===== config.mk =====
export PLATFORM = sky130hd
export DESIGN_NAME = core_sequencer
export DESIGN_NICKNAME = d
export VERILOG_FILES = /design/src/rtl/core_ctrl_pkg.sv /design/src/rtl/bus_watchdog.sv /design/src/rtl/core_sequencer.sv
export SDC_FILE = /design/constraint.sdc
export NUM_CORES = 1
export LEC_CHECK = 0
export BUFFER_PORTS_ARGS = -buffer_cell sky130_fd_sc_hd__buf_2
export CORE_UTILIZATION = 53
export CTS_BUF_LIST = sky130_fd_sc_hd__clkbuf_16
export DETAILED_ROUTE_END_ITERATION = 8
export GPL_TIMING_DRIVEN = 0
export PLACE_DENSITY = 0.85
export SLEW_MARGIN = 20
export SYNTH_ARGS = -nofsm -noshare
export SYNTH_HDL_FRONTEND = slang
export SYNTH_SLANG_ARGS = --single-unit

===== constraint.sdc =====
create_clock -name clk -period 2.8 [get_ports clk]
set_input_delay 0.14 -clock clk [delete_from_list [all_inputs] [get_ports clk]]
set_output_delay 0.14 -clock clk [all_outputs]
set_load 0.01 [all_outputs]

===== src/rtl/core_ctrl_pkg.sv =====
// core_ctrl_pkg: sequencer state encoding, PC source and trap cause codes
package core_ctrl_pkg;
  typedef enum logic [2:0] {
    S_FETCH, S_DECODE, S_EXECUTE, S_MEMORY, S_WRITEBACK, S_TRAP, S_HALTED
  } state_t;
  localparam logic [1:0] PC_SEL_PLUS4 = 2'd0;
  localparam logic [1:0] PC_SEL_IMM   = 2'd1;
  localparam logic [1:0] PC_SEL_ALU   = 2'd2;
  localparam logic [1:0] PC_SEL_TRAP  = 2'd3;
  localparam logic [1:0] TRAP_CAUSE_ILLEGAL  = 2'd0;
  localparam logic [1:0] TRAP_CAUSE_FETCH_TO = 2'd1;
  localparam logic [1:0] TRAP_CAUSE_DATA_TO  = 2'd2;
  localparam logic [1:0] TRAP_CAUSE_ECALL    = 2'd3;
endpackage


===== src/rtl/bus_watchdog.sv =====
// bus_watchdog: counts unacknowledged request cycles and flags a bus timeout
module bus_watchdog #(
  parameter int MEM_TIMEOUT = 255
) (
  input  logic clk,
  input  logic rst_n,
  input  logic active,
  input  logic ack,
  output logic timeout
);
  localparam int W = $clog2(MEM_TIMEOUT + 1);
  localparam logic [W-1:0] LAST = W'(MEM_TIMEOUT - 1);
  localparam logic [W-1:0] SAT  = W'(MEM_TIMEOUT);
  logic [W-1:0] r_count;
  // an ack in the final cycle suppresses the timeout
  assign timeout = active && !ack && r_count == LAST;
  always_ff @(posedge clk or negedge rst_n)
    if (!rst_n) r_count <= '0;
    else if (!active || ack || timeout) r_count <= '0;
    else if (r_count != SAT) r_count <= r_count + 1'b1;
endmodule


===== src/rtl/core_sequencer.sv =====
// core_sequencer: multi-cycle fetch/decode/execute/memory/writeback control FSM
module core_sequencer
  import core_ctrl_pkg::*;
#(
  parameter int MEM_TIMEOUT  = 255,
  parameter bit RESET_HALTED = 1'b0
) (
  input  logic       clk,
  input  logic       rst_n,
  input  logic       halt_req,
  input  logic       resume_req,
  output logic       mem_req,
  output logic       mem_we,
  output logic       mem_dfetch,
  input  logic       mem_ack,
  input  logic       invalid_inst,
  input  logic       opcode_load,
  input  logic       opcode_store,
  input  logic       opcode_miscmem,
  input  logic       opcode_opimm,
  input  logic       opcode_op,
  input  logic       opcode_lui,
  input  logic       opcode_auipc,
  input  logic       opcode_branch,
  input  logic       opcode_jal,
  input  logic       opcode_jalr,
  input  logic       opcode_system,
  input  logic       sys_ebreak,
  input  logic       sys_ecall,
  input  logic       branch_taken,
  output logic       ir_we,
  output logic       rf_we,
  output logic       pc_we,
  output logic [1:0] pc_sel,
  output logic       trap,
  output logic [1:0] trap_cause,
  output logic       halted
);
  state_t     r_state, w_next;
  logic [1:0] r_cause, w_cause;
  logic       r_br_taken, w_timeout, w_rd_write;
  bus_watchdog #(.MEM_TIMEOUT(MEM_TIMEOUT)) u_wdog (
    .clk     (clk),
    .rst_n   (rst_n),
    .active  (mem_req),
    .ack     (mem_ack),
    .timeout (w_timeout)
  );
  // reset parks the state in FETCH, so gate the request off while rst_n is low
  assign mem_req    = rst_n && (r_state == S_FETCH || r_state == S_MEMORY);
  assign mem_dfetch = r_state == S_MEMORY;
  assign mem_we     = r_state == S_MEMORY && opcode_store;
  assign ir_we      = rst_n && r_state == S_FETCH && mem_ack;
  assign trap       = r_state == S_TRAP;
  assign halted     = r_state == S_HALTED;
  assign pc_we      = r_state == S_WRITEBACK || r_state == S_TRAP;
  assign trap_cause = r_cause;
  assign w_rd_write = (opcode_load || opcode_opimm || opcode_op || opcode_lui || opcode_auipc ||
                       opcode_jal || opcode_jalr || opcode_system) &&
                      !(opcode_store || opcode_branch || opcode_miscmem);
  assign rf_we      = r_state == S_WRITEBACK && w_rd_write;
  assign pc_sel     = r_state == S_TRAP ? PC_SEL_TRAP :
                      r_state != S_WRITEBACK ? PC_SEL_PLUS4 :
                      (opcode_jal || (opcode_branch && r_br_taken)) ? PC_SEL_IMM :
                      opcode_jalr ? PC_SEL_ALU : PC_SEL_PLUS4;
  always_ff @(posedge clk or negedge rst_n)
    if (!rst_n) begin
      r_state    <= RESET_HALTED ? S_HALTED : S_FETCH;
      r_cause    <= TRAP_CAUSE_ILLEGAL;
      r_br_taken <= 1'b0;
    end else begin
      r_state <= w_next;
      r_cause <= w_cause;
      if (r_state == S_EXECUTE) r_br_taken <= branch_taken;
    end
  always_comb begin
    w_next  = r_state;
    w_cause = r_cause;
    case (r_state)
      S_FETCH:
        if (mem_ack) w_next = S_DECODE;
        else if (w_timeout) begin
          w_next  = S_TRAP;
          w_cause = TRAP_CAUSE_FETCH_TO;
        end
      S_DECODE:
        if (invalid_inst) begin
          w_next  = S_TRAP;
          w_cause = TRAP_CAUSE_ILLEGAL;
        end else if (sys_ebreak) w_next = S_HALTED;
        else if (sys_ecall) begin
          w_next  = S_TRAP;
          w_cause = TRAP_CAUSE_ECALL;
        end else w_next = S_EXECUTE;
      S_EXECUTE: w_next = (opcode_load || opcode_store) ? S_MEMORY : S_WRITEBACK;
      S_MEMORY:
        if (mem_ack) w_next = S_WRITEBACK;
        else if (w_timeout) begin
          w_next  = S_TRAP;
          w_cause = TRAP_CAUSE_DATA_TO;
        end
      S_WRITEBACK, S_TRAP: w_next = halt_req ? S_HALTED : S_FETCH;
      S_HALTED: if (resume_req) w_next = S_FETCH;
      default: w_next = S_FETCH;
    endcase
  end
endmodule


==> results.md, run 1 <==
- Status: complete, no violations
- I/O pin total: 32
- Port buffer count: 31
- RSZ-0062 raised after global routing: no
- Mapped cell area: 987.2 um2
- DR DRC count: 0
- Total wire length: 2050 um
- Met2 Wirelength: 999 um
- Maximum VDD drop: 0.5311 mV
- Top layer in use: met4
- Worst min path class: in2reg
- Final Hold Slack: 130.6 ps
- Avg Cell Area, Syn: 8.975 um2
- GRT Util Overall: 23.72%
- Die span in y: 45.16 um
- Antenna violations before repair: 0
- TNS Setup: 0 ps
- Num CTS Buffers: 3
- FF+latch count, synth: 14
- Syn. warnings: 0
- Post-DP Area: 1174 um2
- Count leader, synth: nor2_1
- Final period utilization: 76.21%
- Max-slew headroom: 68.73%
- Vias in the first global route: 803
- CTS hold repair buffers: 1
- Post-synth top area cell: dfrtp_1
- Seq/Total Area, Yosys: 35.49%
- Largest net degree at the start of global routing: 18
- Crit path capture: trap_cause[1]$_DFFE_PN0P_
- CP Capture Type: register
- Die X: 45.16 um
- Distinct cell type count after synthesis: 37
- Cell Count Post-Placement: 166
- Starting Density: 56.56%
- Seq pwr share: 26.6%
- Setup bufs post-CTS: 0
- CP arrival: 2250 ps
- Initial DRC Count: 27
- R2r endpoint: r_state[2]$_DFFE_PN0P_
- Critical R2R Launch: u_wdog.r_count[0]$_DFFE_PN0P_
- Critical path origin: rst_n
- Worst Setup Start Kind: input pin
- Metal3 WL: 81 um
- Max Buffers Root-to-Sink: 2
- Routed len/inst: 12.06 um
- CTS tree: done
- GRT Residual Overflow: 0
- PostCTS Resize Cnt: 0
- Vias: 925
- Post-Route Skew: 1.197 ps
- Max frequency: 0.4686 GHz
- # nets final: 169
- Worst Tran Pin Value: 469.0 ps
- Metal-1 WL: 949 um
- Vias per cell: 5.441
- Post-synth net total: 132
- Post-synth top cells: 17 x nor2_1, 14 x dfrtp_1, 8 x inv_1
- Final core occ: 72.11%
- Post-synth top flop: dfrtp_1
- Reg2Reg Depth: 6
- Post-synth top area share: 35.49%
- CTS Sinks: 14
- Logic pwr share: 48.6%
- Syn-to-layout area delta: 27.50%
- Finished Layout Cells: 170
- GPL Wtd Cong: 0.7750
- First-pass GRT wire length: 3463 um
- Worst-path maximum fanout: 17
- R2R Setup Slk: 850 ps
- N_diodes: 0
- Number of routed nets with antenna violations: 0
- Max-slew violations: 0
- CTS H-tree lvls: 1
- Leak: 0.5934 nW
- CP Class: in2reg
- Clock Pin Slew Worst Setup and Hold Paths: 40 ps
- Final setup violation count: 0
- EDFF count, synth: 0
- P_sw: 0.3895 mW
- Final HPWL DP: 1571 um
- Ys async rst share: 100.0%
- Clk_lat worst skew: 240 ps
- Die area: 2039 um2
- Pre-antenna DRT Iters: 5
- Clock power share: 24.8%
- Root buffer cell: clkbuf_16
- Fin crit period: 2134 ps
- Syn Inst Count: 110
- Max Cap Viol: 0
- Rows: 15
- Synth area leaders: dfrtp_1 35%, nor2_1 6.5%, a21oi_1 3.5%
- Fin. Hold Viols: 0
- Sw frac: 37.44%
- Power Internal: 0.6508 mW
- Layout cells sized above 1: 30.34%
- PD cells: 826.4 nW/um2
- Core Area: 1745 um2
- Critical Path RT: 2920 ps
- Final Instance Area: 1259 um2
-- metrics by stage --
| step | worst slack, ps | power, mW |
|---|---|---|
| after global routing | 507.6 | 1.110 |
| after detailed placement | 878.7 | 0.7807 |
| after CTS | 606.7 | 1.048 |
| after global placement | 891.2 | 0.7736 |
| after floorplan | 966.1 | 0.6513 |
| final | 666.2 | 1.040 |
-- power groups by stage --
stage | Clock, mW | Sequential, mW | Combinational [mW]
6_report | 0.258 | 0.277 | 0.505
5_1_grt | 0.273 | 0.281 | 0.556
4_1_cts | 0.263 | 0.276 | 0.509
3_5_place_dp | 0 | 0.279 | 0.502
3_3_place_gp | 0 | 0.275 | 0.498
2_1_floorplan | 0 | 0.279 | 0.372
-- registers in the layout, indices dropped and copies added, names as in the netlist --
signal          cells
u_wdog.r_count      8
trap_cause          2
r_br_taken          1
r_state             3
-- area by class of cell --
class	instances	area [um2]
clock buffers	3	75.07
inverters	8	30.03
repair buffers	32	165.2
plain buffers	4	30.03
multi-input cells	84	576.8
well taps	25	31.28
fillers	146	486.7
flip-flops and latches	14	350.3
-- routing by layer --
metal	up-vias	global-route usage, %
met1	429	32.99
met4	0	7.273
met3	2	6.000
met2	19	36.23
met5	-	0
li1	475	-
-- critical path, stage by stage --
cell           delay [ps]
dlygate4sd3_1         520
buf_2                 320
nor3b_4               360
nand4_4               160
a2111oi_4             400
mux2_1                350
-- cells by family (layout without fill, tap and decap cells) --
kind of cell | after synthesis | count (layout) | synth area share [%]
AND/OR/NAND/NOR | 55 | 55 | 32.07
AO/OA/AOI/OAI | 22 | 22 | 16.98
flip-flops | 14 | 14 | 35.49
buffers and inverters | 12 | 47 | 6.083
XOR/XNOR | 3 | 3 | 4.563
adder cells (fa/ha/maj) | 2 | 2 | 2.534
multiplexers | 2 | 2 | 2.281
-- worst min path at each step --
stage | to | start | slack (ps) | cells after the start
2_1_floorplan | r_br_taken$_DFFE_PN0P_ | rst_n | -160 | 0
3_3_place_gp | r_state[2]$_DFFE_PN0P_ | rst_n | 70 | 1
3_5_place_dp | r_br_taken$_DFFE_PN0P_ | rst_n | 70 | 1
4_1_cts | r_br_taken$_DFFE_PN0P_ | branch_taken | 130 | 2
5_1_grt | r_br_taken$_DFFE_PN0P_ | branch_taken | 130 | 2
6_report | r_br_taken$_DFFE_PN0P_ | branch_taken | 130 | 2
-- cell usage in the layout, fill, tap and decap left out, types with 2 or more instances in the layout --
| cell | count |
|---|---|
| clkbuf_16 | 3 |
| nand2_1 | 7 |
| nor4_1 | 3 |
| dfrtp_1 | 14 |
| ha_1 | 2 |
| a211oi_1 | 4 |
| nand2b_1 | 2 |
| and3_1 | 4 |
| inv_1 | 8 |
| nor2b_1 | 2 |
| o221ai_1 | 2 |
| xnor2_1 | 2 |
| buf_4 | 2 |
| o31ai_1 | 3 |
| a21oi_1 | 7 |
| nor2_1 | 17 |
| buf_2 | 31 |
| nand3_1 | 4 |
| a31oi_1 | 3 |
| nor3_1 | 5 |
Note: power is estimated with default switching activity, not from simulation.
==> run 2, diff against run 1 <==
--- a/config.mk
+++ b/config.mk
@@ -6,11 +6,11 @@
 export NUM_CORES = 1
 export LEC_CHECK = 0
 export BUFFER_PORTS_ARGS = -buffer_cell sky130_fd_sc_hd__buf_2
-export CORE_UTILIZATION = 53
+export CORE_UTILIZATION = 49
 export CTS_BUF_LIST = sky130_fd_sc_hd__clkbuf_16
 export DETAILED_ROUTE_END_ITERATION = 8
 export GPL_TIMING_DRIVEN = 0
-export PLACE_DENSITY = 0.85
+export PLACE_DENSITY = 0.8
 export SLEW_MARGIN = 20
 export SYNTH_ARGS = -nofsm -noshare
 export SYNTH_HDL_FRONTEND = slang
==> constraint.sdc (replaced) <==
create_clock -name clk -period 2.1 [get_ports clk]
set_input_delay 0.105 -clock clk [delete_from_list [all_inputs] [get_ports clk]]
set_output_delay 0.105 -clock clk [all_outputs]
set_load 0.01 [all_outputs]
==> results.md, run 2 (same netlist as run 1, synthesis figures left out) <==
- GRT Util Overall: 26.82%
- Status: complete, no violations
- Vias: 1011
- Die span in y: 46.89 um
- Worst Setup Start Kind: register
- Critical Path Max Stage Delay: 500 ps
- Met2 Wirelength: 1357 um
- Final HPWL DP: 1787 um
- CP Class: reg2reg
- Biggest register: u_wdog.r_count
- Starting Density: 54.79%
- Num CTS Buffers: 3
- Antenna violations before repair: 0
- R2R Setup Slk: 150 ps
- GPL Wtd Cong: 0.7514
- Die X: 46.89 um
- Commonest cells after routing, fill and taps aside: 31 x buf_2, 17 x nor2_1, 14 x dfrtp_1
- Sw frac: 39.47%
- Cell Count Post-Placement: 166
- Clock Pin Slew Worst Setup and Hold Paths: 50 ps
- Port buffer count: 31
- Fin crit period: 1953 ps
- Fin. Hold Viols: 0
- I/O pin total: 32
- Max reg flops: 8
- Final core occ: 70.07%
- Crit path capture: r_state[2]$_DFFE_PN0P_
- Final setup violation count: 0
- First-pass GRT wire length: 4050 um
- CTS H-tree lvls: 1
- Post-Route Skew: 2.331 ps
- Pre-antenna DRT Iters: 5
- RSZ-0062 raised after global routing: no
- Syn-to-layout area delta: 27.88%
- P_sw: 0.5691 mW
- Critical path origin: u_wdog.r_count[0]$_DFFE_PN0P_
- # nets final: 169
- Fill count: 146
- Worst-path maximum fanout: 5
- Finished Layout Cells: 171
- Vias in the first global route: 909
- CTS tree: done
- Leak: 0.5950 nW
- Largest net degree at the start of global routing: 15
- Top layer in use: met4
- Clock power share: 25.7%
- Routed len/inst: 15.36 um
- Rows: 15
- Logic pwr share: 48.9%
- PostCTS Resize Cnt: 0
- Max Cap Viol: 0
- CP arrival: 2080 ps
- Max frequency: 0.5121 GHz
- Most common cell after layout, fill and taps aside: buf_2
- Critical R2R Launch: u_wdog.r_count[0]$_DFFE_PN0P_
- PD cells: 1142 nW/um2
- CP Capture Type: register
- Max Buffers Root-to-Sink: 2
- Setup bufs post-CTS: 0
- Maximum VDD drop: 0.7497 mV
- Power Internal: 0.8725 mW
- TNS Setup: 0 ps
- Layout cells sized above 1: 30.14%
- N_diodes: 0
- Reg2Reg Depth: 6
- Worst min path class: in2reg
- Clk_lat worst skew: 250 ps
- Number of routed nets with antenna violations: 0
- R2r endpoint: r_state[2]$_DFFE_PN0P_
- CTS Sinks: 14
- Worst Tran Pin Value: 652.6 ps
- Metal-1 WL: 1035 um
- Max-slew headroom: 56.35%
- Metal3 WL: 172 um
- Vias per cell: 5.912
- Root buffer cell: clkbuf_16
- Critical Path RT: 2230 ps
- Total wire length: 2626 um
- Worst path cell trace: inv_1 > ha_1 > and3_1 > and4_4 > or4_1 > a22o_1
- Final period utilization: 92.99%
- Core Area: 1802 um2
- Max-slew violations: 0
- Initial DRC Count: 55
- DR DRC count: 0
- GRT Residual Overflow: 0
- Seq pwr share: 25.3%
- Die area: 2198 um2
- Crit-path slowest cell: or4_1
[run 2: cell count changes in the layout (fill, tap and decap cells not counted), sizes merged]
| cell | previous run | this run |
|---|---|---|
| clkinv | 0 | 1 |
[run 2: critical path, delay by kind of cell (launching register included)]
kind / cells / cell delay, ps
flip-flops: 1 / 410
AO/OA/AOI/OAI: 1 / 210
AND/OR/NAND/NOR: 3 / 960
adder cells (fa/ha/maj): 1 / 180
buffers and inverters: 1 / 60
[run 2: how the worst min path moves through the flow]
stage                                               end  depth (start not counted)          from
final                            r_br_taken$_DFFE_PN0P_                          2  branch_taken
after global routing             r_br_taken$_DFFE_PN0P_                          2  branch_taken
after CTS                        r_br_taken$_DFFE_PN0P_                          2  branch_taken
after detailed placement  u_wdog.r_count[2]$_DFFE_PN0P_                          1         rst_n
after global placement    u_wdog.r_count[0]$_DFFE_PN0P_                          1         rst_n
after floorplan                  r_br_taken$_DFFE_PN0P_                          0         rst_n
[run 2: final cells by class]
| cell class | count | area, um2 | area share, % |
|---|---|---|---|
| Inverter | 8 | 30.03 | 2.379 |
| Clock buffer | 3 | 75.07 | 5.946 |
| Timing Repair Buffer | 32 | 165.2 | 13.08 |
| Tap cell | 25 | 31.28 | 2.478 |
| Clock inverter | 1 | 3.754 | 0.2973 |
| Sequential cell | 14 | 350.3 | 27.75 |
| Buffer | 4 | 30.03 | 2.379 |
| Multi-Input combinational cell | 84 | 576.8 | 45.69 |
[run 2: metrics by stage]
step	total power [mW]	cell area [um2]	hold WS [ps]	setup slack, ps
floorplan	0.8684	987.2	-190.6	266.1
global placement	1.035	1174	28.15	210.8
detailed placement	1.056	1174	34.79	166.1
CTS	1.429	1262	92.58	158.2
global route	1.509	1262	107.3	64.45
finish	1.442	1262	90.61	147.1
[run 2: power by group through the flow]
stage | Sequential (mW) | Combinational [mW] | Clock [mW]
after detailed placement | 0.371 | 0.685 | 0
after global routing | 0.372 | 0.765 | 0.373
after floorplan | 0.372 | 0.496 | 0
final | 0.365 | 0.705 | 0.371
after CTS | 0.367 | 0.694 | 0.368
after global placement | 0.368 | 0.667 | 0
[run 2: timing repair]
item                                    in CTS  in global routing
hold buffers                                 1                  0
endpoints found under the setup margin       0                  0
endpoints found under the hold margin       14                  0
[run 2: per-layer routing]
metal / GRT usage (%) / vias up
met1: 33.09 / 472
met2: 45.28 / 54
met4: 12.00 / 0
li1: - / 476
met5: 0 / -
met3: 5.385 / 9
==> run 3, diff against run 2 <==
--- a/config.mk
+++ b/config.mk
@@ -5,12 +5,12 @@
 export SDC_FILE = /design/constraint.sdc
 export NUM_CORES = 1
 export LEC_CHECK = 0
-export BUFFER_PORTS_ARGS = -buffer_cell sky130_fd_sc_hd__buf_2
-export CORE_UTILIZATION = 49
+export CORE_UTILIZATION = 61
 export CTS_BUF_LIST = sky130_fd_sc_hd__clkbuf_16
 export DETAILED_ROUTE_END_ITERATION = 8
+export DONT_BUFFER_PORTS = 1
 export GPL_TIMING_DRIVEN = 0
-export PLACE_DENSITY = 0.8
+export PLACE_DENSITY = 0.79
 export SLEW_MARGIN = 20
 export SYNTH_ARGS = -nofsm -noshare
 export SYNTH_HDL_FRONTEND = slang
==> results.md, run 3 (same netlist as run 1, synthesis figures left out) <==
- Routed len/inst: 16.40 um
- Max frequency: 0.5105 GHz
- Reg2Reg Depth: 6
- Initial DRC Count: 27
- Clk_lat worst skew: 240 ps
- Crit-path slowest cell: or4_1
- CP arrival: 2090 ps
- GPL Wtd Cong: 0.8519
- CTS H-tree lvls: 1
- N_diodes: 0
- Critical Path Max Stage Delay: 500 ps
- Total wire length: 2165 um
- Commonest cells after routing, fill and taps aside: 17 x nor2_1, 14 x dfrtp_1, 8 x inv_1
- Rows: 14
- Leak: 0.4633 nW
- Most common cell after layout, fill and taps aside: nor2_1
- Clock Pin Slew Worst Setup and Hold Paths: 50 ps
- Num CTS Buffers: 3
- Final Hold Slack: 9.613 ps
- Antenna violations before repair: 0
- Worst min path class: in2reg
- Status: complete, no violations
- Max Buffers Root-to-Sink: 2
- DR DRC count: 0
- Worst-path maximum fanout: 5
- Die area: 1783 um2
- Fill count: 124
- Crit-path leading delay family: simple AND/OR/NAND/NOR gates
- Layout cells sized above 1: 11.21%
- Pre-antenna DRT Iters: 4
- Starting Density: 65.53%
- CTS Sinks: 14
- Finished Layout Cells: 132
- Max Cap Viol: 0
- CP Buf/Inv Count: 1
- GRT Residual Overflow: 0
- Worst Tran Pin Value: 644.8 ps
- Fin. Hold Viols: 0
- RSZ-0062 raised after global routing: no
- Maximum VDD drop: 0.7142 mV
- GRT Util Overall: 27.22%
- Port buffer count: 0
- Max-slew violations: 0
- CTS tree: done
- Core Area: 1506 um2
- First-pass GRT wire length: 3650 um
- Worst path depth: 6
- Vias: 867
- I/O pin total: 32
- CP Capture Type: register
- Final setup violation count: 0
- Final period utilization: 93.28%
- Worst path cell trace: inv_1 > ha_1 > and3_1 > and4_4 > or4_1 > a22o_1
- Fin crit period: 1959 ps
- Root buffer cell: clkbuf_16
- TNS Setup: 0 ps
- Final HPWL DP: 1520 um
- Biggest register: u_wdog.r_count
- Die X: 42.23 um
- Max reg flops: 8
- Max-slew headroom: 56.87%
- Number of routed nets with antenna violations: 0
- Worst Setup Start Kind: register
- Syn-to-layout area delta: 12.04%
- # nets final: 139
- Setup bufs post-CTS: 0
- PD cells: 1213 nW/um2
- Post-Route Skew: 0.8697 ps
- Cell Count Post-Placement: 126
- CP Class: reg2reg
- Vias per cell: 6.568
- Hold Crit Depth: 1
- Critical Path RT: 2230 ps
- Largest net degree at the start of global routing: 15
- Vias in the first global route: 815
- Die span in y: 42.23 um
## run 3: stage by stage
| step | cell area, um2 | worst slack (ps) | total power, mW | util [%] |
|---|---|---|---|---|
| finish | 1106 | 141.2 | 1.341 | 73.42 |
| global route | 1106 | 55.47 | 1.427 | 73.42 |
| CTS | 1106 | 145.3 | 1.339 | 73.42 |
| detailed placement | 1007 | 155.2 | 0.9581 | 66.86 |
| global placement | 1007 | 182.1 | 0.9420 | 66.86 |
| floorplan | 987.2 | 266.1 | 0.8684 | - |
## run 3: worst register-to-register path, cell delays in order (launching register included)
cell,delay (ps)
dfrtp_1,410
inv_1,70
ha_1,200
and3_1,240
and4_4,220
or4_1,500
a22o_1,200
## run 3: worst paths after layout
path | startpoint | slack [ps] | endpoint
worst max-delay path | u_wdog.r_count[0]$_DFFE_PN0P_ | 140 | r_state[2]$_DFFE_PN0P_
worst min-delay path | branch_taken | 10 | r_br_taken$_DFFE_PN0P_
worst max register to register | u_wdog.r_count[0]$_DFFE_PN0P_ | 140 | r_state[2]$_DFFE_PN0P_
worst min register to register | r_br_taken$_DFFE_PN0P_ | 510 | r_br_taken$_DFFE_PN0P_
max in group asynchronous | rst_n | 1360 | u_wdog.r_count[2]$_DFFE_PN0P_
min in group asynchronous | rst_n | 330 | u_wdog.r_count[4]$_DFFE_PN0P_
## run 3: power breakdown
part / internal, mW / switching, mW
sequential: 0.331 / 0.0465
clock: 0.252 / 0.116
combinational: 0.230 / 0.365
## run 3: layout make-up
type	instances	area [um2]	area share, %
Clock buffer	3	75.07	6.787
Inverter	8	30.03	2.715
Tap cell	16	20.02	1.810
Multi-Input combinational cell	84	576.8	52.15
Buffer	4	30.03	2.715
Sequential cell	14	350.3	31.67
Clock inverter	1	3.754	0.3394
Timing Repair Buffer	2	20.02	1.810
## run 3: repair_timing
action                    4_1_cts  5_1_grt
resized for setup               0        0
hold endpoints to repair       16        0
hold buffers                    2        0
## run 3: per-layer routing
| layer | share of wire (%) | up-vias | GRT usage (%) |
|---|---|---|---|
| li1 | - | 416 | - |
| met1 | 44 | 414 | 38.03 |
| met2 | 49 | 30 | 42.77 |
| met3 | 5.7 | 7 | 4.741 |
| met4 | 1.4 | 0 | 9.375 |
| met5 | 0 | - | 0 |
